## src/rtl/cacheline_burst_adapter_if.sv

```systemverilog
// Bus bundle between the eviction write buffer (line side) and physical
// memory (beat side) for the cache-line burst adapter.
interface cacheline_burst_adapter_if #(
    parameter int LINE_WIDTH  = 256,
    parameter int BURST_WIDTH = 64,
    parameter int ADDR_WIDTH  = 32
);
    // line side
    logic [ADDR_WIDTH-1:0]  address_i;
    logic                   read_i;
    logic                   write_i;
    logic [LINE_WIDTH-1:0]  line_i;
    logic [LINE_WIDTH-1:0]  line_o;
    logic                   resp_o;
    // memory beat side
    logic [ADDR_WIDTH-1:0]  address_o;
    logic                   read_o;
    logic                   write_o;
    logic [BURST_WIDTH-1:0] burst_o;
    logic [BURST_WIDTH-1:0] burst_i;
    logic                   resp_i;

    // the adapter itself
    modport slave (
        input  address_i, read_i, write_i, line_i, burst_i, resp_i,
        output line_o, resp_o, address_o, read_o, write_o, burst_o
    );

    // the environment around the adapter (requester plus memory)
    modport master (
        output address_i, read_i, write_i, line_i, burst_i, resp_i,
        input  line_o, resp_o, address_o, read_o, write_o, burst_o
    );
endinterface

```

## src/rtl/cacheline_burst_adapter.sv

```systemverilog
// Cache-line to memory-burst adapter: one full line is moved per request as
// BEATS consecutive beats, slice 0 first, with a single-cycle done pulse.
module cacheline_burst_adapter #(
    parameter int LINE_WIDTH  = 256,
    parameter int BURST_WIDTH = 64,
    parameter int ADDR_WIDTH  = 32
) (
    input  logic                      clk,
    input  logic                      rst_n,
    cacheline_burst_adapter_if.slave  bus
);
    localparam int BEATS = LINE_WIDTH / BURST_WIDTH;
    localparam int CNT_W = (BEATS > 1) ? $clog2(BEATS) : 1;
    localparam int OFF_W = $clog2(LINE_WIDTH / 8);

    // One state bit per decoded output so read_o/write_o/resp_o are
    // straight register bits and cannot glitch.
    typedef enum logic [2:0] {
        IDLE  = 3'b000,
        READ  = 3'b001,
        WRITE = 3'b010,
        DONE  = 3'b100
    } state_t;

    state_t                 state;
    state_t                 state_next;
    logic [CNT_W-1:0]       cnt;
    logic [LINE_WIDTH-1:0]  wr_line;
    logic [LINE_WIDTH-1:0]  rd_line;
    logic [ADDR_WIDTH-1:0]  addr_q;
    logic [ADDR_WIDTH-1:0]  addr_aligned;
    logic                   last_beat;
    logic                   unused_offset;

    assign addr_aligned  = {bus.address_i[ADDR_WIDTH-1:OFF_W], {OFF_W{1'b0}}};
    assign last_beat     = bus.resp_i && (cnt == CNT_W'(BEATS - 1));
    assign unused_offset = &{1'b0, bus.address_i[OFF_W-1:0]};

    // State register; reset aborts any burst without a done pulse.
    always_ff @(posedge clk or negedge rst_n) begin
        if (!rst_n) begin
            state <= IDLE;
        end else begin
            state <= state_next;
        end
    end

    // Next-state logic; write has priority over read when both arrive together.
    always_comb begin
        state_next = state;
        case (state)
            IDLE: begin
                if (bus.write_i) begin
                    state_next = WRITE;
                end else if (bus.read_i) begin
                    state_next = READ;
                end
            end
            READ:    if (last_beat) state_next = DONE;
            WRITE:   if (last_beat) state_next = DONE;
            DONE:    state_next = IDLE;
            default: state_next = IDLE;
        endcase
    end

    // Request latching, beat counting and read-beat assembly.
    always_ff @(posedge clk or negedge rst_n) begin
        if (!rst_n) begin
            cnt     <= '0;
            wr_line <= '0;
            rd_line <= '0;
            addr_q  <= '0;
        end else begin
            case (state)
                IDLE: begin
                    cnt <= '0;
                    if (bus.write_i) begin
                        wr_line <= bus.line_i;
                        addr_q  <= addr_aligned;
                    end else if (bus.read_i) begin
                        addr_q  <= addr_aligned;
                    end
                end
                READ: begin
                    if (bus.resp_i) begin
                        rd_line[int'(cnt)*BURST_WIDTH +: BURST_WIDTH] <= bus.burst_i;
                        cnt <= last_beat ? '0 : cnt + 1'b1;
                    end
                end
                WRITE: begin
                    if (bus.resp_i) begin
                        cnt <= last_beat ? '0 : cnt + 1'b1;
                    end
                end
                default: ;
            endcase
        end
    end

    assign bus.read_o    = state[0];
    assign bus.write_o   = state[1];
    assign bus.resp_o    = state[2];
    assign bus.address_o = addr_q;
    assign bus.line_o    = rd_line;
    // Beat data is only driven while a write burst is active.
    assign bus.burst_o   = state[1] ? wr_line[int'(cnt)*BURST_WIDTH +: BURST_WIDTH]
                                    : '0;
endmodule

```

## src/flat_wrapper.sv

```systemverilog
// flat-port wrapper written by rule: the top's interface ports become plain ports
module cacheline_burst_adapter_flat 
#(
    parameter int LINE_WIDTH  = 256,
    parameter int BURST_WIDTH = 64,
    parameter int ADDR_WIDTH  = 32
)
  (clk, rst_n, bus_address_i, bus_read_i, bus_write_i, bus_line_i, bus_burst_i, bus_resp_i, bus_line_o, bus_resp_o, bus_address_o, bus_read_o, bus_write_o, bus_burst_o);
  cacheline_burst_adapter_if #(.LINE_WIDTH(LINE_WIDTH), .BURST_WIDTH(BURST_WIDTH), .ADDR_WIDTH(ADDR_WIDTH)) bus_i ();
  input  logic clk;
  input  logic rst_n;
  input wire logic [$bits(bus_i.address_i)-1:0] bus_address_i;
  input wire logic [$bits(bus_i.read_i)-1:0] bus_read_i;
  input wire logic [$bits(bus_i.write_i)-1:0] bus_write_i;
  input wire logic [$bits(bus_i.line_i)-1:0] bus_line_i;
  input wire logic [$bits(bus_i.burst_i)-1:0] bus_burst_i;
  input wire logic [$bits(bus_i.resp_i)-1:0] bus_resp_i;
  output wire logic [$bits(bus_i.line_o)-1:0] bus_line_o;
  output wire logic [$bits(bus_i.resp_o)-1:0] bus_resp_o;
  output wire logic [$bits(bus_i.address_o)-1:0] bus_address_o;
  output wire logic [$bits(bus_i.read_o)-1:0] bus_read_o;
  output wire logic [$bits(bus_i.write_o)-1:0] bus_write_o;
  output wire logic [$bits(bus_i.burst_o)-1:0] bus_burst_o;
  assign bus_i.address_i = bus_address_i;
  assign bus_i.read_i = bus_read_i;
  assign bus_i.write_i = bus_write_i;
  assign bus_i.line_i = bus_line_i;
  assign bus_i.burst_i = bus_burst_i;
  assign bus_i.resp_i = bus_resp_i;
  assign bus_line_o = bus_i.line_o;
  assign bus_resp_o = bus_i.resp_o;
  assign bus_address_o = bus_i.address_o;
  assign bus_read_o = bus_i.read_o;
  assign bus_write_o = bus_i.write_o;
  assign bus_burst_o = bus_i.burst_o;
  cacheline_burst_adapter #(.LINE_WIDTH(LINE_WIDTH), .BURST_WIDTH(BURST_WIDTH), .ADDR_WIDTH(ADDR_WIDTH)) u_core (.clk(clk), .rst_n(rst_n), .bus(bus_i));
endmodule
```

## config.mk

```make
export PLATFORM = sky130hd
export DESIGN_NAME = cacheline_burst_adapter_flat
export DESIGN_NICKNAME = d
export VERILOG_FILES = /design/src/rtl/cacheline_burst_adapter_if.sv /design/src/rtl/cacheline_burst_adapter.sv /design/src/flat_wrapper.sv
export SDC_FILE = /design/constraint.sdc
export NUM_CORES = 1
export LEC_CHECK = 0
export CAP_MARGIN = 5
export CORE_AREA = 2 2 279 281
export CTS_CLUSTER_DIAMETER = 80
export DETAILED_ROUTE_END_ITERATION = 10
export DIE_AREA = 0 0 281 283
export GPL_TIMING_DRIVEN = 0
export PLACE_DENSITY = 0.68
export SLEW_MARGIN = 10
export SYNTH_ARGS = -nofsm -noshare
export SYNTH_HDL_FRONTEND = slang
export SYNTH_SLANG_ARGS = --single-unit
```

## constraint.sdc

```tcl
create_clock -name clk -period 3.2 [get_ports clk]
set_input_delay 0.32 -clock clk [delete_from_list [all_inputs] [get_ports clk]]
set_output_delay 0.32 -clock clk [all_outputs]
set_load 0.02 [all_outputs]
```

==> metrics.csv, run 1 <==
stage,metric,value,unit
synth,syn_area_per_cell,13.4,um^2
worst_setup_path,RR Startpoint,u_core.cnt[1],
clock_network,CTS buffer count,61,
synth,#FFs+latches synth,544,
worst_setup_path,slowest CP cell,clkdlybuf4s50_1,
global_route,grt ovf,0,
placed_design,DP Cell Count,3693,
layout,post-route cell area,36800,um^2
synth,largest family of logic cells by synthesized area,multiplexers,
layout,Synth-to-Final Area Change,41.2,%
placed_design,post-DP HPWL,68700,um
sta,max-slew violations,0,
synth,Yosys top cell area share,52.2,%
synth,Post-Synth Simple-Gate Area,8.45,%
routing,WL final,91100,um
worst_setup_path,Reg-to-Reg End,u_core.bus.line_o[174],
layout,Finished Layout Cells,3819,
routing,DRC Markers,0,
synth,Post-synth EDFFs,0,
clock_network,CTS tree,yes,
sta,setup violators final,0,
synth,ranking of synthesized cells by area,"dfrtp_1, mux2_4, o21ai_2",
layout,layout cells sized above 1,30.4,%
floorplan,Rows,102,
synth,post-synthesis mux area share,21.2,%
global_route,number of global-route vias before repair,21100,
sta,worst-margin pin slew,0.952,ns
synth,Netlist cell types,40,
sta,RSZ-0062 raised after global routing,yes,
layout,nets@finish,3082,
worst_setup_path,Worst EP arrival,2.77,ns
synth,"Cell Area, Synth",26100,um^2
worst_setup_path,CP max stage delay,0.59,ns
worst_setup_path,Worst R2R Setup Slack,0.24,ns
layout,Fillers,6675,
synth,Cells after Synth,1943,
synth,"Primary FF master, synth",dfrtp_1,
min_path,worst min-delay path class,input pin to async pin,
worst_setup_path,Crit path required time,2.88,ns
floorplan,die height,283,um
floorplan,core area,76700,um^2
clock_network,clk sink count,544,
synth,fraction of synthesized cell area in xor and xnor cells,0.0336,%
clock_network,CTS max path bufs,3,
pwr,PD cells,1110,nW/um^2
global_route,antenna violations before repair,15,
worst_setup_path,Setup crit end kind,output port,
sta,"Hold Vio Cnt, Final",0,
floorplan,Die ar.,79500,um^2
routing,Initial DRC Count,1059,
sta,Setup Skew,0.0159,ns
worst_setup_path,R2R depth,9,
synth,post-synth top area cell,dfrtp_1,
synth,complex-gate fraction of the synthesized area,8.58,%
clock_network,H-tree Lvls,2,
routing,Routed wire per std cell,23.8,um
job,max-cap viol count,0,
floorplan,Die W,281,um
global_route,global-route wire length before repair,137000,um
sta,post-layout min period,3.09,ns
worst_setup_path,"Largest delay share family, worst path",buffers and inverters,
clock_network,CTS root buf,clkbuf_16,
floorplan,io pins,712,
synth,share of flip-flops with an asynchronous set or reset,100,%
placed_design,dpl cell area,34500,um^2
synth,Post-Synth Adder-Cell Area,0.240,%
worst_setup_path,Worst setup SP type,flop,
worst_setup_path,WP buf/inv,3,
synth,synth warn,0,
synth,"Seq/Total Area, Yosys",52.2,%
run_status,status,completed,
worst_setup_path,Setup Crit Path Kind,flop to output port,
placed_design,RD Place Congestion,0.878,
clock_network,clock-pin slew on the worst setup and hold paths,0.06,ns
routing,Vias,19100,
clock_network,clk_lat worst skew,0.61,ns
sta,FMAX,324,MHz
pwr,peak supply drop,0.726,mV
synth,"top cells by count, synth","dfrtp_1, inv_1, nand4_1",
global_route,largest net degree at the start of global routing,114,
floorplan,Initial Utilization,34.0,%
routing,vias per cell,5.00,
global_route,Global Route Usage Sum,22.6,%
synth,most frequent cell after synthesis,dfrtp_1,
routing,Initial DRT Pass Iterations,5,
worst_setup_path,"Critical Path, Cell by Cell","buf_8, buf_4, mux4_2, and2_1, clkdlybuf4s50_1",
routing,DRT antenna net count,0,
sta,period utilisation layout,96.5,%
sta,WHS,0.144,ns
worst_setup_path,crit-path max FO,10,
sta,relative slew slack,36.6,%
placed_design,PortBufs,701,
pwr,leakage power,0.0161,uW
[placed cells by master (no fill, tap or decap), types with 3 or more instances in the layout]
cell	instances
a31oi_1	3
and2_1	68
buf_1	5
buf_12	26
buf_16	5
buf_2	52
buf_4	20
buf_6	35
buf_8	4
bufinv_16	8
clkbuf_1	38
clkbuf_16	62
clkbuf_2	8
clkbuf_8	11
clkdlybuf4s50_1	693
clkinv_2	10
clkinvlp_4	3
conb_1	5
dfrtp_1	543
diode_2	13
dlygate4sd2_1	3
dlymetal6s2s_1	4
ha_1	5
inv_1	260
mux2_2	43
mux2_4	240
mux4_2	64
nand4_1	256
nor2_1	3
o21ai_0	11
o21ai_1	7
o21ai_2	240
[sequential cells by signal (all words and copies together), names as in the netlist]
signal                flops
u_core.bus.address_o     27
u_core.bus.line_o       256
u_core.cnt                2
u_core.state              3
u_core.wr_line          256
[routing by layer]
metal | up-vias | track usage, % | share of wire [%]
li1 | 8360 | - | -
met1 | 9700 | 27.0 | 38
met2 | 847 | 38.3 | 49
met3 | 171 | 6.93 | 8.8
met4 | 8 | 8.25 | 3.3
met5 | - | 0 | 0.067
[cell type report]
| type | instances | area [um^2] | share of cell area, % |
|---|---|---|---|
| timing repair buffer | 710 | 7200 | 19.6 |
| buffer | 174 | 1510 | 4.11 |
| tap | 1040 | 1300 | 3.54 |
| sequential | 544 | 13600 | 37.0 |
| multi-input combinational | 969 | 10100 | 27.3 |
| clock buffer | 83 | 1740 | 4.73 |
| inverter | 260 | 976 | 2.65 |
| antenna | 13 | 32.5 | 0.0884 |
| clock inverter | 26 | 367 | 0.996 |
[kinds of logic (layout without fill, tap and decap cells)]
family / Yosys count / count (layout)
flops: 544 / 544
buf+inv: 434 / 1253
mux: 347 / 347
simple gates: 346 / 346
compound gates: 265 / 265
fa+ha+maj: 5 / 5
other cells: 1 / 18
xor+xnor: 1 / 1
[worst max path at each step]
stage,start,endpoint,cells past startpoint
after CTS,u_core.cnt[0],bus_burst_o[40],5
after global placement,rst_n,u_core.wr_line[162],1
final,u_core.cnt[0],bus_burst_o[59],5
after global routing,u_core.cnt[0],bus_burst_o[56],5
after detailed placement,u_core.cnt[1],u_core.bus.line_o[215],8
after floorplan,u_core.cnt[1],u_core.bus.line_o[196],8
[worst register-to-register path, delay by kind of cell, from the launching register on]
| kind | cells | cell delay, ns |
|---|---|---|
| buffers and inverters | 5 | 1.37 |
| adder cells (fa/ha/maj) | 1 | 0.47 |
| AND/OR/NAND/NOR | 2 | 0.47 |
| AO/OA/AOI/OAI | 1 | 0.10 |
| flip-flops | 1 | 0.47 |
[power by group]
group          internal [uW]  leakage (uW)  switching, uW  total (uW)
registers              10300       0.00588           2200       12500
logic                  10800       0.00923          10100       20800
clock network           4440       0.00103           2990        7430
total                  25500        0.0161          15300       40800
[timing repair]
item | in CTS | in global routing
pin swaps | 1 | 0
cloned | 0 | 0
gates resized for setup | 29 | 18
hold buffers | 1 | 0
setup endpoints to repair | 306 | 63
setup buffers | 3 | 0
hold endpoints to repair | 126 | 0
[stage by stage]
stage               setup TNS, ns  setup WS [ns]  util (%)  total power, uW
floorplan                       0          0.900         -            24200
global placement                -         -21.94      44.8            33000
detailed placement         -58.60         -0.775      45.0            33300
CTS                      -0.00717       -0.00430      47.9            41100
global route               -0.290        -0.0441      48.0            42700
finish                          0          0.112      48.0            40800
(Power assumes the default switching activity.)
==> run 2: changes to the inputs <==
--- a/config.mk
+++ b/config.mk
@@ -11,8 +11,8 @@
 export DETAILED_ROUTE_END_ITERATION = 10
 export DIE_AREA = 0 0 281 283
 export GPL_TIMING_DRIVEN = 0
+export HOLD_SLACK_MARGIN = 0.15
 export PLACE_DENSITY = 0.68
-export SLEW_MARGIN = 10
 export SYNTH_ARGS = -nofsm -noshare
 export SYNTH_HDL_FRONTEND = slang
 export SYNTH_SLANG_ARGS = --single-unit
==> metrics.csv, run 2 (synthesis gave the netlist of run 1 again) <==
stage,metric,value,unit
sta,setup violators final,0,
sta,post-layout min period,3.08,ns
routing,DRC Markers,0,
clock_network,CTS root buf,clkbuf_16,
min_path,worst min-delay path class,input pin to flop,
worst_setup_path,Worst EP arrival,2.76,ns
worst_setup_path,Crit path required time,2.88,ns
layout,most frequent cells in the layout,"clkdlybuf4s50_1, dfrtp_1, inv_1, nand4_1",
worst_setup_path,Setup crit end kind,output port,
sta,Final WS setup,0.120,ns
worst_setup_path,crit-path max FO,10,
sta,max-slew violations,0,
placed_design,dpl cell area,34500,um^2
floorplan,Rows,102,
layout,layout cells sized above 1,30.5,%
layout,post-route cell area,36700,um^2
pwr,leakage power,0.0161,uW
routing,Vias,19100,
clock_network,CTS tree,yes,
floorplan,Die W,281,um
routing,DRT antenna net count,0,
clock_network,clk_lat worst skew,0.62,ns
routing,Initial DRC Count,1111,
worst_setup_path,"Critical Path, Cell by Cell","buf_4, buf_4, mux4_2, and2_1, clkdlybuf4s50_1",
clock_network,clk sink count,544,
sta,"Hold Vio Cnt, Final",0,
sta,period utilisation layout,96.3,%
sta,setup TNS,0,ns
worst_setup_path,Setup Crit Path Kind,flop to output port,
floorplan,die height,283,um
layout,"leading cell type in the layout, fill and taps excluded",clkdlybuf4s50_1,
global_route,antenna violations before repair,11,
routing,Routed wire per std cell,23.8,um
worst_setup_path,CP dominant cell by count,buf_4,
clock_network,clock-pin slew on the worst setup and hold paths,0.06,ns
job,max-cap viol count,0,
routing,vias per cell,4.99,
clock_network,CTS max path bufs,3,
global_route,Global Route Usage Sum,22.6,%
clock_network,H-tree Lvls,2,
sta,Setup Skew,0.0168,ns
placed_design,post-DP HPWL,68700,um
sta,worst-margin pin slew,0.937,ns
sta,FMAX,325,MHz
worst_setup_path,CP max stage delay,0.56,ns
run_status,status,completed,
global_route,grt ovf,0,
pwr,peak supply drop,0.668,mV
routing,Initial DRT Pass Iterations,5,
floorplan,Die ar.,79500,um^2
global_route,number of global-route vias before repair,20800,
placed_design,PortBufs,701,
floorplan,io pins,712,
placed_design,pre-CTS setup slack,-0.744,ns
placed_design,RD Place Congestion,0.878,
pwr,PD cells,1100,nW/um^2
routing,WL final,91000,um
worst_setup_path,slowest CP cell,clkdlybuf4s50_1,
sta,relative slew slack,37.5,%
global_route,global-route wire length before repair,136000,um
floorplan,core area,76700,um^2
worst_setup_path,Worst setup SP type,flop,
global_route,largest net degree at the start of global routing,123,
floorplan,Initial Utilization,34.0,%
sta,RSZ-0062 raised after global routing,no,
clock_network,CTS buffer count,61,
layout,Synth-to-Final Area Change,40.9,%
layout,nets@finish,3080,
-- run 2: changes by cell type in the layout (fill, tap and decap cells not counted), moves of 3 or more --
cell | previous run | this run
buf_4 | 20 | 17
bufinv_16 | 8 | 3
diode_2 | 13 | 8
clkbuf_8 | 11 | 19
-- run 2: final timing paths --
kind                                     start                      to  slack, ns  depth (start not counted)
setup / recovery                 u_core.cnt[1]         bus_burst_o[28]       0.12                          5
hold / removal                   bus_line_i[3]       u_core.wr_line[3]       0.31                          2
setup reg to reg                 u_core.cnt[1]  u_core.bus.line_o[174]       0.20                          9
hold reg to reg            u_core.wr_line[212]     u_core.wr_line[212]       0.50                          1
max in group asynchronous                rst_n     u_core.wr_line[226]       1.04                          4
min in group asynchronous                rst_n  u_core.bus.line_o[231]       0.37                          2
-- run 2: where the power goes --
group	internal (uW)	switching, uW	leakage (uW)
Sequential	10300	2200	0.00588
Combinational	10800	10000	0.00921
Clock	4270	2970	0.00104
-- run 2: metrics by stage --
| stage | hold slack [ns] | instances | power, uW | util, % |
|---|---|---|---|---|
| floorplan | 0.0244 | 1947 | 24200 | - |
| global placement | 0.485 | 3688 | 33000 | 44.8 |
| detailed placement | 0.464 | 3692 | 33300 | 45.0 |
| CTS | 0.259 | 3807 | 40900 | 47.8 |
| global route | 0.280 | 3812 | 42600 | 47.9 |
| finish | 0.308 | 3815 | 40600 | 47.9 |
-- run 2: repair_timing --
action | CTS | global route
buffers inserted | 2 | 0
hold buffers | 1 | 0
gates resized for setup | 31 | 20
gates cloned | 0 | 0
pin swaps | 1 | 0
endpoints found under the setup margin | 306 | 63
hold endpoints to repair | 106 | 0
-- run 2: worst max-delay path, delay by kind of cell, from the launching register on --
kind | cells | cell delay, ns
and+or+nand+nor | 1 | 0.23
DFF | 1 | 0.50
buffers and inverters | 3 | 1.10
muxes | 1 | 0.31
-- run 2: layout make-up --
class	instances	area [um^2]
buffer	174	1520
tap	1040	1300
antenna	8	20.0
fill	6672	40000
timing repair buffer	708	7160
sequential	544	13600
clock inverter	21	204
clock buffer	91	1870
multi-input combinational	969	10100
inverter	260	976
-- run 2: routing by layer --
layer  global-route usage, %  wire length, um
met5                       0               47
met4                    6.95             2700
met3                    6.55             7780
met2                    38.7            45200
met1                    27.3            35200
==> run 3: changes to the inputs <==
--- a/config.mk
+++ b/config.mk
@@ -10,6 +10,7 @@
 export CTS_CLUSTER_DIAMETER = 80
 export DETAILED_ROUTE_END_ITERATION = 10
 export DIE_AREA = 0 0 281 283
+export GPL_ROUTABILITY_DRIVEN = 0
 export GPL_TIMING_DRIVEN = 0
 export HOLD_SLACK_MARGIN = 0.15
 export PLACE_DENSITY = 0.68
==> metrics.csv, run 3 (synthesis gave the netlist of run 1 again) <==
stage,metric,value,unit
layout,"leading cell type in the layout, fill and taps excluded",clkdlybuf4s50_1,
routing,vias per cell,5.01,
placed_design,post-DP HPWL,69200,um
sta,setup TNS,0,ns
layout,post-layout util,47.8,%
layout,layout cells sized above 1,30.5,%
pwr,peak supply drop,0.815,mV
floorplan,core area,76700,um^2
floorplan,Die W,281,um
clock_network,clk sink count,544,
job,max-cap viol count,0,
worst_setup_path,Setup crit end kind,output port,
worst_setup_path,crit-path max FO,10,
global_route,antenna violations before repair,12,
worst_setup_path,slowest CP cell,clkdlybuf4s50_1,
pwr,PD cells,1100,nW/um^2
sta,FMAX,320,MHz
worst_setup_path,RR Startpoint,u_core.cnt[1],
floorplan,io pins,712,
placed_design,pre-CTS setup slack,-0.792,ns
sta,relative slew slack,34.1,%
global_route,largest net degree at the start of global routing,125,
routing,DRC Markers,0,
sta,setup violators final,0,
routing,DRT antenna net count,0,
global_route,global-route wire length before repair,137000,um
routing,Initial DRC Count,1170,
layout,Synth-to-Final Area Change,40.7,%
placed_design,PortBufs,701,
clock_network,CTS root buf,clkbuf_16,
layout,Fillers,6716,
clock_network,clock-pin slew on the worst setup and hold paths,0.06,ns
sta,Final WS setup,0.0716,ns
worst_setup_path,Setup Crit Path Kind,flop to output port,
worst_setup_path,CP max stage delay,0.59,ns
global_route,number of global-route vias before repair,21100,
global_route,grt ovf,0,
clock_network,CTS max path bufs,3,
clock_network,clk_lat worst skew,0.61,ns
routing,WL final,91300,um
worst_setup_path,"Critical Path, Cell by Cell","buf_6, buf_4, mux4_2, and2_1, clkdlybuf4s50_1",
floorplan,Rows,102,
worst_setup_path,Worst EP arrival,2.81,ns
pwr,PnR Total Power,40400,uW
run_status,status,completed,
sta,"Hold Vio Cnt, Final",0,
pwr,leakage power,0.0160,uW
clock_network,H-tree Lvls,2,
sta,period utilisation layout,97.8,%
floorplan,Initial Utilization,34.0,%
layout,most frequent cells in the layout,"clkdlybuf4s50_1, dfrtp_1, inv_1, nand4_1",
sta,RSZ-0062 raised after global routing,yes,
floorplan,die height,283,um
sta,post-layout min period,3.13,ns
sta,WHS,0.241,ns
min_path,worst min-delay path class,input pin to async pin,
worst_setup_path,Worst setup SP type,flop,
sta,worst-margin pin slew,0.988,ns
clock_network,CTS buffer count,59,
worst_setup_path,Crit path required time,2.88,ns
sta,max-slew violations,0,
global_route,Global Route Usage Sum,22.7,%
clock_network,CTS tree,yes,
worst_setup_path,Critical Path Start,u_core.cnt[0],
floorplan,Die ar.,79500,um^2
layout,nets@finish,3079,
sta,Setup Skew,0.0196,ns
routing,Routed wire per std cell,23.9,um
routing,Vias,19100,
routing,Initial DRT Pass Iterations,5,
-- run 3: changes by cell type in the layout (fill, tap and decap cells not counted), sizes merged, moves of 2 or more --
cell           previous run  this run
clkinvlp                  1         6
clkinv                   13        11
diode                     8        10
dlymetal6s2s              4         2
inv                     264       262
clkbuf                  128       124
dlygate4sd2               3         1
clkdlybuf4s50           693       697
-- run 3: critical path, delay by kind of cell, from the launching register on --
kind	cells	cell delay [ns]
mux	1	0.53
simple gates	1	0.18
buf+inv	3	1.08
flops	1	0.39
-- run 3: worst paths after layout --
path                       slack [ns]  cells after the start                 endpoint
max                              0.07                      5          bus_burst_o[21]
max in group asynchronous        1.41                      4       u_core.wr_line[67]
min reg2reg                      0.51                      1  u_core.bus.address_o[8]
min in group clk                 0.31                      2      u_core.wr_line[168]
min                              0.24                      2   u_core.bus.line_o[225]
max reg2reg                      0.27                      8    u_core.bus.line_o[97]
-- run 3: repair_timing --
action                                 4_1_cts  5_1_grt
buffers inserted                             2        0
pin swaps                                    1        0
resized for setup                           28       13
setup endpoints to repair                  307       73
cloned                                       0        0
endpoints found under the hold margin      174        0
hold buffers                                 1        0
-- run 3: layer usage --
| metal | track usage [%] | routed length, um | vias up |
|---|---|---|---|
| met1 | 26.7 | 34500 | 9731 |
| met2 | 38.4 | 44700 | 830 |
| met3 | 7.09 | 8330 | 196 |
| met4 | 8.84 | 3750 | 2 |
| li1 | - | - | 8353 |
| met5 | 0 | 13 | - |
-- run 3: power by group --
part           switching (uW)  leakage [uW]  internal [uW]
clock                    2950      0.000974           4090
sequential               2220       0.00588          10300
combinational           10100       0.00919          10800
-- run 3: layout make-up --
class                           count  area (um^2)  share of cell area, %
Sequential cell                   544        13600                   37.1
Inverter                          260          976                   2.66
Antenna cell                       10         25.0                 0.0683
Buffer                            174         1500                   4.10
Clock buffer                       87         1780                   4.87
Timing Repair Buffer              709         7190                   19.6
Tap cell                         1040         1300                   3.55
Multi-Input combinational cell    969        10100                   27.4
Clock inverter                     22          208                  0.567
-- run 3: through the flow --
stage,area (um^2),instances
4_1_cts,36600,3805
3_3_place_gp,34400,3688
6_report,36700,3815
5_1_grt,36700,3813
2_1_floorplan,26100,1947
3_5_place_dp,34500,3693
